--- config.mk ---
export PLATFORM = sky130hd
export DESIGN_NAME = muldiv_exec_unit
export DESIGN_NICKNAME = d
export VERILOG_FILES = /design/src/rtl/muldiv_exec_unit_pkg.sv /design/src/rtl/muldiv_exec_unit_div_core.sv /design/src/rtl/muldiv_exec_unit.sv
export SDC_FILE = /design/constraint.sdc
export NUM_CORES = 2
export LEC_CHECK = 0
export ABC_CLOCK_PERIOD_IN_PS = 6600
export CAP_MARGIN = 10
export CORE_UTILIZATION = 66
export DETAILED_ROUTE_END_ITERATION = 12
export HOLD_SLACK_MARGIN = 0.1
export PLACE_DENSITY = 0.84
export REMOVE_ABC_BUFFERS = 1
export SLEW_MARGIN = 20
export SYNTH_ARGS = -nofsm -noshare
export SYNTH_HDL_FRONTEND = slang
export SYNTH_SLANG_ARGS = --single-unit
--- constraint.sdc ---
create_clock -name clk -period 6.6 [get_ports clk]
set_input_delay 0.99 -clock clk [delete_from_list [all_inputs] [get_ports clk]]
set_output_delay 0.99 -clock clk [all_outputs]
set_load 0.02 [all_outputs]
--- src/rtl/muldiv_exec_unit_pkg.sv ---
// Shared RV32M mul/div types and the latency constants the stall resolver counts against.
// MUL_COUNT/DIV_COUNT are the single source of truth for execute latency.
package muldiv_exec_unit_pkg;

    localparam int MUL_COUNT = 4;
    localparam int DIV_COUNT = 36;

    typedef enum logic [2:0] {
        MD_MUL    = 3'b000,
        MD_MULH   = 3'b001,
        MD_MULHSU = 3'b010,
        MD_MULHU  = 3'b011,
        MD_DIV    = 3'b100,
        MD_DIVU   = 3'b101,
        MD_REM    = 3'b110,
        MD_REMU   = 3'b111
    } muldiv_op_t;

    typedef enum logic [2:0] {
        S_IDLE,
        S_MUL_WAIT,
        S_DIV_RUN,
        S_DIV_FIX,
        S_PAD,
        S_DONE
    } muldiv_state_t;

    function automatic logic is_div_op(input logic [2:0] f3);
        return f3[2];
    endfunction

endpackage

--- src/rtl/muldiv_exec_unit_div_core.sv ---
// Unsigned radix-2 restoring divider: XLEN iterations after start, one per clock.
// last_iter is high during the cycle whose edge completes the final iteration.
module muldiv_div_core #(
    parameter int XLEN = 32
) (
    input  logic            clk,
    input  logic            rst,
    input  logic            start,
    input  logic            abort,
    input  logic [XLEN-1:0] dividend,
    input  logic [XLEN-1:0] divisor,
    output logic [XLEN-1:0] quotient,
    output logic [XLEN-1:0] remainder,
    output logic            last_iter
);

    localparam int CW = $clog2(XLEN + 1);

    logic [CW-1:0]   iter_cnt;
    logic [XLEN-1:0] quo_q;
    logic [XLEN-1:0] rem_q;
    logic [XLEN-1:0] dvs_q;
    logic [XLEN:0]   rem_shift;
    logic [XLEN:0]   trial;

    always_comb begin
        rem_shift = {rem_q, quo_q[XLEN-1]};
        trial     = rem_shift - {1'b0, dvs_q};
    end

    // A divisor of zero falls out as quotient all-ones, remainder = dividend.
    always_ff @(posedge clk or posedge rst) begin
        if (rst) begin
            iter_cnt <= '0;
            quo_q    <= '0;
            rem_q    <= '0;
            dvs_q    <= '0;
        end else if (abort) begin
            iter_cnt <= '0;
        end else if (start) begin
            quo_q    <= dividend;
            rem_q    <= '0;
            dvs_q    <= divisor;
            iter_cnt <= CW'(XLEN);
        end else if (iter_cnt != '0) begin
            if (trial[XLEN]) begin
                rem_q <= rem_shift[XLEN-1:0];
                quo_q <= {quo_q[XLEN-2:0], 1'b0};
            end else begin
                rem_q <= trial[XLEN-1:0];
                quo_q <= {quo_q[XLEN-2:0], 1'b1};
            end
            iter_cnt <= iter_cnt - CW'(1);
        end
    end

    assign quotient  = quo_q;
    assign remainder = rem_q;
    assign last_iter = (iter_cnt == CW'(1));

endmodule

--- src/rtl/muldiv_exec_unit.sv ---
// RV32M execute unit: registered multiplier plus iterative divider, padded to a fixed latency
// so done lines up exactly with the stall resolver's MUL_COUNT/DIV_COUNT countdown.
module muldiv_exec_unit
    import muldiv_exec_unit_pkg::*;
#(
    parameter int XLEN    = 32,
    parameter int MUL_LAT = MUL_COUNT,
    parameter int DIV_LAT = DIV_COUNT
) (
    input  logic            clk,
    input  logic            rst,
    input  logic            op_valid,
    input  logic [2:0]      funct3,
    input  logic [XLEN-1:0] src_a,
    input  logic [XLEN-1:0] src_b,
    input  logic            flush_e,
    output logic            busy,
    output logic            done,
    output logic [XLEN-1:0] result
);

    localparam int LAT_MAX = (DIV_LAT > MUL_LAT) ? DIV_LAT : MUL_LAT;
    localparam int CW      = $clog2(LAT_MAX + 1);

    muldiv_state_t   state, state_nxt;
    logic [CW-1:0]   cnt_q;
    logic            accept;
    logic            cnt_one;

    logic            a_sgn, b_sgn;
    logic signed [2*XLEN-1:0] a_ext, b_ext, prod;
    logic [XLEN-1:0] mul_sel;

    logic            div_signed, sa, sb;
    logic [XLEN-1:0] abs_a, abs_b;
    logic [XLEN-1:0] core_quo, core_rem;
    logic            core_last;

    logic            qneg_q, rneg_q, dbz_q, is_rem_q;
    logic [XLEN-1:0] q_fix, r_fix, div_fixed;
    logic [XLEN-1:0] pend_q, result_q, res_nxt;
    logic            load_result;

    assign accept  = op_valid && (state == S_IDLE) && !flush_e;
    assign cnt_one = (cnt_q == CW'(1));

    // Sign/zero-extension to 33 bits is the real operand width; computing in 64 bits keeps every product bit used.
    always_comb begin
        a_sgn   = (funct3 != MD_MULHU);
        b_sgn   = (funct3 == MD_MUL) || (funct3 == MD_MULH);
        a_ext   = {{XLEN{a_sgn & src_a[XLEN-1]}}, src_a};
        b_ext   = {{XLEN{b_sgn & src_b[XLEN-1]}}, src_b};
        prod    = a_ext * b_ext;
        mul_sel = (funct3 == MD_MUL) ? prod[XLEN-1:0] : prod[2*XLEN-1:XLEN];
    end

    always_comb begin
        div_signed = (funct3 == MD_DIV) || (funct3 == MD_REM);
        sa         = div_signed & src_a[XLEN-1];
        sb         = div_signed & src_b[XLEN-1];
        abs_a      = sa ? (~src_a + XLEN'(1)) : src_a;
        abs_b      = sb ? (~src_b + XLEN'(1)) : src_b;
    end

    muldiv_div_core #(.XLEN(XLEN)) u_div_core (
        .clk       (clk),
        .rst       (rst),
        .start     (accept && is_div_op(funct3)),
        .abort     (flush_e),
        .dividend  (abs_a),
        .divisor   (abs_b),
        .quotient  (core_quo),
        .remainder (core_rem),
        .last_iter (core_last)
    );

    // Overflow (MIN / -1) needs no special case: |MIN|/1 = MIN and the quotient sign is positive.
    always_comb begin
        q_fix     = dbz_q ? '1 : (qneg_q ? (~core_quo + XLEN'(1)) : core_quo);
        r_fix     = rneg_q ? (~core_rem + XLEN'(1)) : core_rem;
        div_fixed = is_rem_q ? r_fix : q_fix;
    end

    always_comb begin
        state_nxt = state;
        unique case (state)
            S_IDLE: begin
                if (accept) begin
                    if (is_div_op(funct3))  state_nxt = S_DIV_RUN;
                    else if (MUL_LAT == 1)  state_nxt = S_DONE;
                    else                    state_nxt = S_MUL_WAIT;
                end
            end
            S_MUL_WAIT: if (cnt_one)   state_nxt = S_DONE;
            S_DIV_RUN:  if (core_last) state_nxt = S_DIV_FIX;
            S_DIV_FIX:  state_nxt = cnt_one ? S_DONE : S_PAD;
            S_PAD:      if (cnt_one)   state_nxt = S_DONE;
            S_DONE:     state_nxt = S_IDLE;
            default:    state_nxt = S_IDLE;
        endcase
        if (flush_e) state_nxt = S_IDLE;
    end

    always_comb begin
        res_nxt = pend_q;
        if (state == S_IDLE)         res_nxt = mul_sel;
        else if (state == S_DIV_FIX) res_nxt = div_fixed;
        load_result = (state_nxt == S_DONE) && (state != S_DONE);
    end

    always_ff @(posedge clk or posedge rst) begin
        if (rst) begin
            state    <= S_IDLE;
            cnt_q    <= '0;
            qneg_q   <= 1'b0;
            rneg_q   <= 1'b0;
            dbz_q    <= 1'b0;
            is_rem_q <= 1'b0;
            pend_q   <= '0;
            result_q <= '0;
        end else begin
            state <= state_nxt;
            if (accept) begin
                cnt_q    <= is_div_op(funct3) ? CW'(DIV_LAT - 1) : CW'(MUL_LAT - 1);
                qneg_q   <= sa ^ sb;
                rneg_q   <= sa;
                dbz_q    <= (src_b == '0);
                is_rem_q <= funct3[1];
                pend_q   <= mul_sel;
            end else if (flush_e) begin
                cnt_q <= '0;
            end else if (cnt_q != '0) begin
                cnt_q <= cnt_q - CW'(1);
            end
            if (state == S_DIV_FIX) pend_q <= div_fixed;
            if (load_result)        result_q <= res_nxt;
        end
    end

    assign busy   = (state != S_IDLE) && (state != S_DONE);
    assign done   = (state == S_DONE);
    assign result = result_q;

    a_no_op_while_busy: assert property (@(posedge clk) disable iff (rst) !(op_valid && busy))
        else $warning("muldiv_exec_unit: op_valid while busy, op ignored");

endmodule

==> results of run 1 <==
[routing by layer]
layer / global-route usage, % / overflow
met3: 50.0 / 1
met1: 67.5 / 1
met5: 30.5 / 0
met2: 83.6 / 20
met4: 62.7 / 8
[kinds of logic after synthesis]
family | count (synthesis) | synth area share (%)
compound gates | 720 | 9.15
xor+xnor | 218 | 3.78
fa+ha+maj | 1378 | 50.9
buf+inv | 1512 | 11.3
flops | 179 | 8.87
mux | 35 | 0.699
simple gates | 1695 | 15.3
[synthesized netlist by cell type, types with 9 or more instances]
| master | instances |
|---|---|
| a21oi_1 | 185 |
| a21o_1 | 43 |
| o21a_1 | 10 |
| xnor2_1 | 113 |
| fa_1 | 1126 |
| xor2_1 | 105 |
| o31ai_1 | 40 |
| a31oi_1 | 32 |
| and3_1 | 15 |
| nand2_1 | 953 |
| a221oi_1 | 24 |
| or2_2 | 9 |
| o211ai_1 | 20 |
| o21bai_1 | 19 |
| a311oi_1 | 12 |
| mux2i_1 | 33 |
| o21ai_0 | 198 |
| a211oi_1 | 41 |
| nor3_1 | 42 |
| or3_1 | 18 |
| buf_2 | 11 |
| ha_1 | 252 |
| nand3_1 | 35 |
| nor4_1 | 15 |
| or4_1 | 9 |
| inv_1 | 1150 |
| nand2b_1 | 16 |
| dfrtp_1 | 179 |
| clkbuf_1 | 309 |
| nor2_1 | 203 |
| buf_1 | 38 |
| nor2b_1 | 16 |
| nand4_1 | 14 |
| o41ai_1 | 11 |
| and2_1 | 318 |
[stage by stage]
step                utilization, %  setup slack (ns)  instance area, sq um  setup TNS [ns]
CTS                           80.5             -1.45                 61000          -36.88
detailed placement            74.7             -2.90                 56600          -80.35
global placement              74.6             -2.69                 56600          -75.25
floorplan                        -             -2.76                 49100          -72.98
[timing repair]
item                       CTS
cloned                      32
buffers inserted           130
setup endpoints to repair   32
pin swaps                  319
resized for setup          652
==> results.cfg, run 1 <==
[global_routing]
grt_max_degree = 92
grt_usage_pct = 66.5
grt_overflow = 30

[logic_synthesis]
synth.top_cell.area_share_pct = 44.6
ys_seq_area_share_pct = 8.87
syn_inst = 5737
synthFlopType = dfrtp_1
ys_types = 94
syn_area_per_cell_sq_um = 8.80
synth_edf_count = 0
yosys_warnings = 0
synth_seq_cells = 179
yosysTopAreaCell = fa_1
synth_area_sq_um = 50500
synthTopCellsByArea = fa_1 (45%), dfrtp_1 (8.9%), inv_1 (8.5%)
synthArstFlopShare_pct = 100

[clocking]
hold_buffers = 0
root_buffer = clkbuf_16
cts_sinks = 179
clock_path_buffers = 2
cts_htree_levels = 4
cts_buffers = 17

[timing]
crit_endpoint = pend_q[30]$_DFFE_PP0P_/D
worstEpCategory = register input

[floorplan]
die_x_microns = 279
rows = 101
initial_utilization_pct = 66.6
num_io_pins = 105
die_h_microns = 279

[place]
dp_hpwl_microns = 128000
port_buffers = 104
dp_cells = 7017
gp_congestion = 0.985

[run_status]
error_message = [ERROR GRT-0232] Routing congestion too high. Check the congestion heatmap in the GUI.
outcome.stop_stage = global routing
status = did not finish
==> run 2, diff against run 1 <==
--- a/config.mk
+++ b/config.mk
@@ -7,10 +7,9 @@
 export LEC_CHECK = 0
 export ABC_CLOCK_PERIOD_IN_PS = 6600
 export CAP_MARGIN = 10
-export CORE_UTILIZATION = 66
+export CORE_UTILIZATION = 40
 export DETAILED_ROUTE_END_ITERATION = 12
-export HOLD_SLACK_MARGIN = 0.1
-export PLACE_DENSITY = 0.84
+export PLACE_DENSITY_LB_ADDON = 0.15
 export REMOVE_ABC_BUFFERS = 1
 export SLEW_MARGIN = 20
 export SYNTH_ARGS = -nofsm -noshare
==> run 2 against run 1 <==
Compared with the run above: the flow now finishes, with violations (negative setup slack); synthesized area is the same; synthesized cell count unchanged.
==> results.cfg, run 2 <==
[run_status]
status = complete, but fails checks
violations = negative setup slack

[setup_path]
cp.buffers_inverters = 5
required_ns = 6.94
slowest_stage = fa_2
crit_arrival_ns = 8.41
ff2ff_setup_slack_ns = 2.32
r2r_cells = 14
critPathMaxStageDelay_ns = 0.62
startpoint_type = primary input
timing.rr.start = u_div_core.quotient[31]
worstSetupEndpointType = flop
cp_common_cell = fa_1
r2r-end = u_div_core.remainder[0]
cp_max_fo = 6
crit_family = adder cells
critPathKind = primary input to flop

[timing]
fin_crit_ns = 8.07
fmaxAchievable_mhz = 124
layout_setup_ws_ns = -1.47
final_max_slew_viol_count = 0
worst_slew_pin_slew_ns = 1.16
holdWs_ns = 0.487
fin_skew_ns = 0.0186
fin_crit_sh_pct = 122
rsz0062_at_grt = true
hold_viol_final = 0
setup_viol = 32
relSlewSlack_pct = 22.7
fin_setup_tns_ns = -37.68

[worst_hold_path]
hold_path_end = u_div_core.dvs_q[28]
holdCritStartpoint = u_div_core.dvs_q[28]
whs_path_depth = 2
hp-class = flop to flop

[logic_synthesis]
synth-compound-area-share_pct = 9.15
synthFlopType = dfrtp_1
synthTopCellsByArea = fa_1 (45%), dfrtp_1 (8.9%), inv_1 (8.5%)
ys_seq_area_share_pct = 8.87
ys_types = 94
synth_edf_count = 0
synthMuxAreaShare_pct = 0.699
synth_common_cells = inv_1 (1150), fa_1 (1126), nand2_1 (953), and2_1 (318), clkbuf_1 (309)
yosys.area_share.simple_pct = 15.3
synth_area_sq_um = 50500
yosysTopAreaCell = fa_1
syn_inst = 5737
yosysMostFrequentCell = inv_1
synth.top_cell.area_share_pct = 44.6
synth_top_family_by_area = adder cells
synth_xor_area_share_pct = 3.78
yosys_warnings = 0
synth_seq_cells = 179
synthAdderAreaFrac_pct = 50.9
synthArstFlopShare_pct = 100
syn_area_per_cell_sq_um = 8.80

[clocking]
cts_buffers = 17
root_buffer = clkbuf_16
cts_htree_levels = 4
cts_tree = built
clock_path_buffers = 2
clkTransAtPathRegs_ns = 0.08
clkLatencyLatePin_ns = 0.46
cts_sinks = 179

[drt]
ant_nets = 0
avgViaCountPerCell = 5.13
drt_iter0_markers = 2599
totalWireLength_microns = 166000
drc_errors = 0
via_count = 40400
routedWlPerCell_microns = 21.1
first_pass_iters = 5

[global_routing]
grt_max_degree = 80
grt_pass1_wl_microns = 257000
grt_usage_pct = 26.3
grt_overflow = 0
first_global_vias = 42400
antenna_found_initial = 2

[floorplan]
num_io_pins = 105
rows = 130
initial_utilization_pct = 40.3
dieArea_sq_um = 128000
core_area_sq_um = 125000
die_x_microns = 357
die_h_microns = 357

[place]
port_buffers = 104
dp_hpwl_microns = 138000
gp_congestion = 0.904
post_dp_cell_area_sq_um = 57500

[cells_and_area]
layout-drive-gt1-share_pct = 18.4
finalNetCount = 7646
layout.filler_cells = 12000
area_growth_pct = 21.0
mostFrequentLayoutCells = inv_1 (1096), fa_1 (1063), nand2_1 (937)
fin_util_pct = 48.7
design_area_sq_um = 61100
final_common_cell = inv_1

[job]
drv_cap = 0
-- run 2: cell counts after synthesis --
No cell type changed its count.
-- run 2: final cells by class --
type | instances | area, sq um | area share [%]
Multi-Input combinational cell | 4046 | 42000 | 68.8
Tap cell | 1650 | 2060 | 3.38
Clock inverter | 8 | 66.3 | 0.109
Inverter | 1150 | 4340 | 7.11
Timing Repair Buffer | 803 | 7650 | 12.5
Sequential cell | 179 | 4480 | 7.33
Antenna cell | 3 | 7.51 | 0.0123
Clock buffer | 24 | 482 | 0.788
-- run 2: layer usage --
layer,global-route usage (%),up-vias,part of all wire [%]
li1,-,18300,-
met1,37.3,20900,45
met2,43.3,1035,47
met3,2.96,173,5.2
met4,5.95,0,2.6
met5,0,-,0
-- run 2: worst reg2reg max path, delay by kind of cell, from the launching register on --
kind,cells,cell delay [ns]
mux,1,0.44
compound gates,7,1.79
simple gates,1,0.12
flops,1,0.36
buf+inv,3,0.84
fa+ha+maj,2,0.66
-- run 2: how the worst max path moves through the flow --
stage,startpoint,slack [ns],cells past startpoint,to
after global placement,funct3[0],-2.97,29,pend_q[29]
after global routing,funct3[0],-1.78,28,pend_q[28]
after CTS,funct3[2],-1.57,29,pend_q[28]
final,funct3[0],-1.47,27,pend_q[30]
after floorplan,funct3[0],-2.76,25,pend_q[30]
after detailed placement,funct3[0],-3.08,31,pend_q[29]
-- run 2: cell families (layout without fill, tap and decap cells) --
logic type / count (synthesis) / in the layout
adders and majority gates: 1378 / 1378
AOI/OAI and AO/OA: 720 / 720
DFF: 179 / 179
other: 0 / 3
buffers and inverters: 1512 / 1985
muxes: 35 / 35
xor gates and xnor gates: 218 / 218
and+or+nand+nor: 1695 / 1695
-- run 2: through the flow --
stage          setup slack [ns]  instances
2_1_floorplan             -2.76       5375
3_3_place_gp              -2.97       7733
3_5_place_dp              -3.08       7733
4_1_cts                   -1.57       7831
5_1_grt                   -1.78       7860
6_report                  -1.47       7863
-- run 2: repair_timing --
action,CTS,global route
pin swaps,216,166
resized for setup,388,227
hold endpoints to repair,0,0
buffers inserted,70,37
gates cloned,6,2
hold buffers,0,0
setup endpoints to repair,32,32
Power of run 2 is left out: the tool's default activity adds up to more than one toggle a clock period on the data nets, which glitch-free logic cannot reach.
